$ cat config.mk
export PLATFORM = sky130hd
export DESIGN_NAME = wash_phase_timer
export DESIGN_NICKNAME = d
export VERILOG_FILES = /design/src/rtl/wash_phase_timer.sv
export SDC_FILE = /design/constraint.sdc
export NUM_CORES = 1
export LEC_CHECK = 0
export BUFFER_PORTS_ARGS = -buffer_cell sky130_fd_sc_hd__buf_4
export CORE_UTILIZATION = 37
export CTS_CLUSTER_DIAMETER = 200
export CTS_CLUSTER_SIZE = 8
export DETAILED_ROUTE_END_ITERATION = 7
export PLACE_DENSITY = 0.6
export SLEW_MARGIN = 0
export SYNTH_ARGS = -nofsm -noshare
export SYNTH_HDL_FRONTEND = slang
export SYNTH_SLANG_ARGS = --single-unit
export TNS_END_PERCENT = 100
$ cat constraint.sdc
create_clock -name i_clk -period 6.4 [get_ports i_clk]
set_clock_uncertainty 0.15 [all_clocks]
set_input_delay 0.32 -clock i_clk [delete_from_list [all_inputs] [get_ports i_clk]]
set_output_delay 0.32 -clock i_clk [all_outputs]
set_load 0.01 [all_outputs]
$ cat src/rtl/wash_phase_timer.sv
// Multi-round phase timer for the washing-machine controller.
// Runtime duration and round count, selectable prescale, pause and resume.
module wash_phase_timer #(
  parameter int BASE_TICKS = 1_000_000,
  parameter int CNT_W      = 32,
  parameter int SEC_W      = 12,
  parameter int ROUND_W    = 3
) (
  input  logic               i_clk,
  input  logic               i_rst_n,
  input  logic               i_soft_rst,
  input  logic               i_start,
  input  logic               i_pause,
  input  logic [1:0]         i_clk_freq,
  input  logic [SEC_W-1:0]   i_duration_sec,
  input  logic [ROUND_W-1:0] i_rounds,
  output logic               o_busy,
  output logic               o_paused,
  output logic               o_round_done,
  output logic               o_all_done,
  output logic [SEC_W-1:0]   o_sec_elapsed,
  output logic [ROUND_W-1:0] o_round_cnt
);

  localparam logic [CNT_W-1:0] BASE_CNT = CNT_W'(BASE_TICKS);

  typedef enum logic [1:0] {
    S_IDLE,
    S_RUN,
    S_PAUSE,
    S_DONE
  } state_t;

  state_t             r_state;
  logic [1:0]         r_freq;
  logic [SEC_W-1:0]   r_dur;
  logic [ROUND_W-1:0] r_rounds;
  logic [CNT_W-1:0]   r_presc;
  logic [SEC_W-1:0]   r_sec;
  logic [ROUND_W-1:0] r_rcnt;
  logic               r_busy;
  logic               r_paused;
  logic               r_round_done;
  logic               r_all_done;

  logic               w_launch;
  logic               w_zero_cfg;
  logic               w_count;
  logic [CNT_W-1:0]   w_pm1;
  logic [CNT_W-1:0]   w_launch_pm1;
  logic               w_tick;
  logic               w_round_end;
  logic               w_last_round;
  logic [CNT_W-1:0]   w_presc_nxt;
  logic [SEC_W-1:0]   w_sec_nxt;
  logic               w_rd_run;
  logic               w_rd_launch;

  assign w_launch     = ((r_state == S_IDLE) || (r_state == S_DONE)) && i_start;
  assign w_zero_cfg   = (i_duration_sec == '0) || (i_rounds == '0);
  assign w_count      = ((r_state == S_RUN) || (r_state == S_PAUSE)) && !i_pause;
  assign w_pm1        = (BASE_CNT << r_freq) - CNT_W'(1);
  assign w_launch_pm1 = (BASE_CNT << i_clk_freq) - CNT_W'(1);

  assign w_tick       = w_count && (r_presc == w_pm1);
  assign w_round_end  = w_tick && (r_sec == r_dur - SEC_W'(1));
  assign w_last_round = w_round_end && ((r_rcnt + ROUND_W'(1)) == r_rounds);
  assign w_presc_nxt  = w_tick ? '0 : r_presc + CNT_W'(1);
  assign w_sec_nxt    = w_round_end ? '0 : (w_tick ? r_sec + SEC_W'(1) : r_sec);

  // round_done is registered one cycle ahead so it is high during the final
  // tick cycle itself; it is only armed on an edge that actually advanced
  // the prescaler, so a pause landing on the tick cannot produce a second pulse.
  assign w_rd_run     = w_count && !w_last_round && (w_presc_nxt == w_pm1) &&
                        (w_sec_nxt == r_dur - SEC_W'(1));
  assign w_rd_launch  = w_launch && !w_zero_cfg && (w_launch_pm1 == '0) &&
                        (i_duration_sec == SEC_W'(1));

  always_ff @(posedge i_clk or negedge i_rst_n) begin
    if (!i_rst_n) begin
      r_state      <= S_IDLE;
      r_freq       <= '0;
      r_dur        <= '0;
      r_rounds     <= '0;
      r_presc      <= '0;
      r_sec        <= '0;
      r_rcnt       <= '0;
      r_busy       <= 1'b0;
      r_paused     <= 1'b0;
      r_round_done <= 1'b0;
      r_all_done   <= 1'b0;
    end else if (!i_soft_rst) begin
      r_state      <= S_IDLE;
      r_freq       <= '0;
      r_dur        <= '0;
      r_rounds     <= '0;
      r_presc      <= '0;
      r_sec        <= '0;
      r_rcnt       <= '0;
      r_busy       <= 1'b0;
      r_paused     <= 1'b0;
      r_round_done <= 1'b0;
      r_all_done   <= 1'b0;
    end else begin
      r_round_done <= w_rd_run || w_rd_launch;
      case (r_state)
        S_IDLE, S_DONE: begin
          if (i_start) begin
            r_freq   <= i_clk_freq;
            r_dur    <= i_duration_sec;
            r_rounds <= i_rounds;
            r_presc  <= '0;
            r_sec    <= '0;
            r_rcnt   <= '0;
            r_paused <= 1'b0;
            if (w_zero_cfg) begin
              r_state    <= S_DONE;
              r_busy     <= 1'b0;
              r_all_done <= 1'b1;
            end else begin
              r_state    <= S_RUN;
              r_busy     <= 1'b1;
              r_all_done <= 1'b0;
            end
          end
        end
        S_RUN, S_PAUSE: begin
          if (i_pause) begin
            r_state  <= S_PAUSE;
            r_paused <= 1'b1;
          end else begin
            r_presc  <= w_presc_nxt;
            r_sec    <= w_sec_nxt;
            r_paused <= 1'b0;
            if (w_round_end) begin
              r_rcnt <= r_rcnt + ROUND_W'(1);
            end
            if (w_last_round) begin
              r_state    <= S_DONE;
              r_busy     <= 1'b0;
              r_all_done <= 1'b1;
            end else begin
              r_state <= S_RUN;
            end
          end
        end
        default: begin
          r_state <= S_IDLE;
        end
      endcase
    end
  end

  assign o_busy        = r_busy;
  assign o_paused      = r_paused;
  assign o_round_done  = r_round_done;
  assign o_all_done    = r_all_done;
  assign o_sec_elapsed = r_sec;
  assign o_round_cnt   = r_rcnt;

endmodule

==> results.json, run 1 <==
{
  "avgSynthCellArea_um2": 7.97,
  "leakage_uw": 0.00261,
  "cts_tree": "built",
  "maxSlewHeadroom_pct": 24.6,
  "hold_buffers": 0,
  "finalSetupViolCount": 0,
  "antenna_found_initial": 0,
  "grt_max_degree": 71,
  "numCtsBuffers": 9,
  "dr.first_iter.drc_count": 525,
  "seq_area_frac_synth_pct": 29.5,
  "crit_type": "register to register",
  "hp-class": "input pin to asynchronous set/reset pin",
  "yosysWarningCount": 0,
  "hold_violations": 62,
  "ctsHtreeMaxLevel": 3,
  "grt_pass1_wl_um": 29400,
  "critPathArrivalTime_ns": 4.75,
  "finalCritPeriodShare_pct": 73.6,
  "die_h_um": 129,
  "synth_edf_count": 0,
  "finalNetCount": 782,
  "drc_errors": 0,
  "core_mm2": 0.0154,
  "cts-root-buf": "clkbuf_16",
  "end_kind": "register",
  "gp_congestion": 0.908,
  "fin_crit_ns": 4.71,
  "ioPinCount": 41,
  "status": "finished, violations left",
  "cts_max_path_buffers": 2,
  "rsz0062_at_grt": "false",
  "post_drt_via_cell_ratio": 6.02,
  "slowest_stage": "o21ai_1",
  "wl_um": 18000,
  "power_density_mw_per_mm2": 203,
  "synthFlopType": "dfrtp_1",
  "syn_inst": 746,
  "diodes": 0,
  "drv_slew": 0,
  "yosysTopAreaCellShare_pct": 29.5,
  "worst-path-buf-inv": 1,
  "syn_area_mm2": 0.00594,
  "synth_cell_types": 75,
  "synthTopCellsByArea": "dfrtp_1 29%, o21ai_0 6.7%, nand2_1 6.1%",
  "synthArstFlopShare_pct": 100,
  "path_delay_family": "simple AND/OR/NAND/NOR gates",
  "cts.sinks": 70,
  "synthToLayoutAreaGrowth_pct": 11.2,
  "grt_usage_pct": 22.9,
  "syn-num-nets": 781,
  "numPortBuffers": 40,
  "drive_gt1_share_pct": 11.3,
  "busiest_layer": "met2",
  "detail-route-antenna-nets": 0,
  "via_count": 5798,
  "firstDrtPassIters": 5,
  "failed_checks": "negative hold slack",
  "required_ns": 6.44,
  "nFillCells": 1602,
  "met3_usage_pct": 3.58,
  "synth-seq-cells": 70,
  "grt_use_met1_pct": 32.9,
  "grt_overflow": 0,
  "final_cell_count_no_fill": 963,
  "die_w_um": 129,
  "fin_setup_tns_ns": 0,
  "clock_latency_ns": 0.34,
  "ir_drop_mv": 0.127,
  "crit_path_max_fanout": 16,
  "dp_hpwl_um": 13300,
  "rows": 45,
  "critical-path-max-stage-delay_ns": 0.84,
  "cts.clk_slew.worst_paths_ns": 0.06,
  "post_cts_buffers": 0,
  "initial_utilization_pct": 38.5,
  "cts_resized": 0,
  "tightest_slew_ns": 1.13,
  "drv_cap": 0,
  "hold_ws_ns": -0.0334,
  "met2_usage_pct": 34.6,
  "startpoint_type": "register",
  "grt_pass1_vias": 5455,
  "die-area_mm2": 0.0166,
  "wl_per_cell_um": 18.7,
  "synth_area_leader_cell": "dfrtp_1",
  "fmax_mhz": 212,
  "placedCellCount": 947,
  "cp_cell_sequence": "inv_1, ha_1, or3b_1, a211oi_1, nand4_1, nor3_2, nand3_1, o21ai_1, o21ai_0, nand2_1, o31ai_1"
}
power by group:
group	switching [uW]	internal, uW	total, uW
clock	212	327	539
combinational	190	118	309
sequential	31.6	460	492
total	434	906	1340
cell usage in the layout (no fill, tap or decap), types with 7 or more instances in the layout:
cell and instances:
nor4_1 23, nand2_1 96, nand3_1 38, o21ai_0 79
ha_1 13, xor2_1 28, and4_1 7, nand4_1 20
or3_1 16, nor2_1 33, and3_1 15, o31ai_1 17
buf_4 43, inv_1 17, and2_1 7, a31oi_1 8
xnor2_1 38, dfrtp_1 70, nand2b_1 10, clkbuf_16 9
a21oi_1 23, nor3_1 15
area by class of cell:
cell class	instances	area (um^2)	share of cell area [%]
clock buffers	11	253	3.82
inverters	17	63.8	0.965
clock inverters	5	65.1	0.984
multi-input cells	606	3890	58.8
flip-flops and latches	70	1750	26.5
repair buffers	43	323	4.88
well taps	211	264	3.99
stage by stage:
step | power [uW] | util, % | setup WS, ns | cell area (um^2)
5_1_grt | 1410 | 42.8 | 1.24 | 6610
6_report | 1340 | 42.8 | 1.69 | 6610
3_3_place_gp | 802 | 40.8 | 2.10 | 6290
4_1_cts | 1350 | 42.8 | 1.76 | 6610
2_1_floorplan | 713 | - | 2.98 | 5940
3_5_place_dp | 805 | 40.8 | 1.80 | 6290
registers in the layout, summed over array words and instances, names as in the netlist:
name and count:
r_presc 32, o_sec_elapsed 12, r_dur 12, o_round_cnt 3, r_rounds 3, r_freq 2
r_state 2, o_all_done 1, o_busy 1, o_paused 1, o_round_done 1
cell usage after synthesis, types with 15 or more instances:
library cell  number
nand2_1           96
dfrtp_1           70
nor2_1            35
nand3_1           38
or3_1             16
xnor2_1           38
and3_1            15
clkbuf_1          39
nor3_1            15
nor4_1            23
nand4_1           20
o31ai_1           17
xor2_1            28
o21ai_0           79
a21oi_1           23
inv_1             17
final timing paths:
kind / slack (ns) / startpoint / cells after the start / endpoint
max: 1.69 / r_freq[1] / 11 / o_sec_elapsed[2]
min: -0.03 / i_rst_n / 1 / r_presc[16]
max reg2reg: 1.69 / r_freq[1] / 11 / o_sec_elapsed[2]
min reg2reg: 0.34 / o_all_done / 2 / o_all_done
max in group asynchronous: 5.54 / i_rst_n / 1 / o_sec_elapsed[11]
min in group i_clk: 0.08 / i_duration_sec[0] / 3 / r_dur[0]
logic make-up (layout without fill, tap and decap cells):
family | after synthesis | after routing | synth area share, %
AND/OR/NAND/NOR | 326 | 326 | 29.9
multiplexers | 7 | 7 | 1.22
XOR/XNOR | 68 | 68 | 10.5
flip-flops | 70 | 70 | 29.5
adder cells (fa/ha/maj) | 13 | 13 | 2.74
AO/OA/AOI/OAI | 192 | 192 | 20.9
buffers and inverters | 70 | 76 | 5.20
routing by layer:
| layer | up-vias | share of wire (%) |
|---|---|---|
| met2 | 217 | 44 |
| met5 | - | 0 |
| met4 | 0 | 2.3 |
| li1 | 2747 | - |
| met3 | 30 | 6.1 |
| met1 | 2804 | 47 |
Note: power is estimated with default switching activity, not from simulation.
==> inputs of run 2 (changes only) <==
Settings changed: PLACE_DENSITY 0.6 to 0.62.
Clock period 6.4 ns to 3.9 ns, I/O delays scaled along.
==> results.json, run 2 (synthesis results as in run 1) <==
{
  "top_register": "r_presc",
  "core_mm2": 0.0154,
  "finalSetupViolCount": 0,
  "die_h_um": 129,
  "leakage_uw": 0.00285,
  "tightest_slew_ns": 0.900,
  "ioPinCount": 41,
  "diodes": 0,
  "required_ns": 4.04,
  "startpoint_type": "register",
  "antenna_found_initial": 0,
  "initial_utilization_pct": 38.5,
  "layout_commonest_cell": "nand2_1",
  "critPathArrivalTime_ns": 3.90,
  "finalNetCount": 835,
  "largest_reg_flops": 32,
  "finalCritPeriodShare_pct": 96.5,
  "die-area_mm2": 0.0166,
  "hp-start": "i_pause",
  "dp_hpwl_um": 13700,
  "wl_per_cell_um": 18.0,
  "rows": 45,
  "cts.sinks": 70,
  "dr.first_iter.drc_count": 378,
  "fin_crit_ns": 3.76,
  "crit_start": "r_freq[0]",
  "fin_setup_tns_ns": 0,
  "end_kind": "register",
  "drc_errors": 0,
  "cts_tree": "built",
  "r2r-start": "r_freq[0]",
  "cts-root-buf": "clkbuf_16",
  "crit_type": "register to register",
  "fmax_mhz": 266,
  "via_count": 5966,
  "drv_slew": 0,
  "mostFrequentLayoutCells": "96 x nand2_1, 79 x o21ai_0, 77 x buf_4, 70 x dfrtp_1",
  "drv_cap": 0,
  "cp_cell_sequence": "inv_1, ha_1, xnor2_1, nand4_1, or3_1, nor4_1, xor2_1, o21a_1, o211ai_1, nor4b_1, o2111a_1",
  "cts.clk_slew.worst_paths_ns": 0.06,
  "critical-path-max-stage-delay_ns": 0.56,
  "gp_congestion": 0.918,
  "nFillCells": 1527,
  "utilization_pct": 45.9,
  "wl_um": 18300,
  "maxSlewHeadroom_pct": 40.0,
  "cts_max_path_buffers": 2,
  "crit_path_max_fanout": 8,
  "hold_violations": 0,
  "grt_pass1_vias": 5493,
  "post_cts_buffers": 0,
  "slowest_stage": "or3_1",
  "final_cell_count_no_fill": 1016,
  "hp-class": "input pin to register",
  "detail-route-antenna-nets": 0,
  "rsz0062_at_grt": "false",
  "drive_gt1_share_pct": 15.0,
  "grt_overflow": 0,
  "numPortBuffers": 40,
  "die_w_um": 129,
  "post_drt_via_cell_ratio": 5.87,
  "grt_max_degree": 71,
  "firstDrtPassIters": 5,
  "ff_latch_area_mm2": 0.00175,
  "grt_pass1_wl_um": 29600,
  "numCtsBuffers": 9,
  "placedCellCount": 981,
  "multiInputGateArea_mm2": 0.00390,
  "grt_usage_pct": 23.2,
  "reg2reg_slack_ns": 0.14,
  "power_density_mw_per_mm2": 319,
  "ir_drop_mv": 0.265,
  "synthToLayoutAreaGrowth_pct": 19.1,
  "status": "completed",
  "clock_latency_ns": 0.35,
  "ctsHtreeMaxLevel": 3
}
-- run 2: cell types whose count changed in the layout (fill, tap and decap cells not counted), moves of 2 or more --
cell           delta
nor4_2            +3
buf_4            +34
dlygate4sd3_1    +19
clkinvlp_4        +4
clkbuf_8          -2
inv_6             -2
nor4_1            -3
-- run 2: final timing paths --
check	endpoint	depth (start not counted)
max	o_round_done	11
max in group asynchronous	o_sec_elapsed[3]	2
min	o_paused	3
max reg2reg	o_round_done	11
min reg2reg	o_busy	2
min in group asynchronous	r_presc[2]	2
-- run 2: per-stage QoR --
step / cell area [um^2] / power [uW] / setup slack, ns / hold slack, ns
2_1_floorplan: 5940 / 1170 / 0.478 / -0.251
3_3_place_gp: 6540 / 1340 / 0.194 / 0.239
3_5_place_dp: 6540 / 1340 / 0.204 / 0.239
4_1_cts: 7060 / 2260 / 0.175 / 0.0498
5_1_grt: 7080 / 2360 / 0.00970 / 0.0664
6_report: 7080 / 2260 / 0.138 / 0.0541
-- run 2: power by group --
part	internal (uW)	total, uW	switching, uW	leakage [uW]
sequential	755	806	50.9	0.000957
combinational	228	547	319	0.00175
clock	560	903	343	0.000144
total	1540	2260	712	0.00285
-- run 2: metal layers --
metal / vias to the layer above / routed length, um / GRT usage, %
met3: 29 / 1400 / 5.78
met2: 226 / 7760 / 33.9
met4: 0 / 373 / 7.89
li1: 2848 / - / -
met5: - / 0 / 0
met1: 2863 / 8730 / 33.1
-- run 2: timing repair --
action	4_1_cts	5_1_grt
endpoints found under the hold margin	88	0
endpoints found under the setup margin	0	1
hold buffers	19	0
resized for setup	0	4
-- run 2: critical path, delay by kind of cell (launching register included) --
kind | cells | cell delay [ns]
fa+ha+maj | 1 | 0.31
simple gates | 4 | 1.44
flops | 1 | 0.44
compound gates | 3 | 0.54
xor+xnor | 2 | 0.65
buf+inv | 1 | 0.16
-- run 2: layout make-up --
| type | count | area share (%) |
|---|---|---|
| tap | 211 | 3.73 |
| clock buffer | 9 | 3.18 |
| clock inverter | 7 | 1.40 |
| sequential | 70 | 24.8 |
| timing repair buffer | 96 | 10.9 |
| inverter | 17 | 0.902 |
| multi-input combinational | 606 | 55.2 |
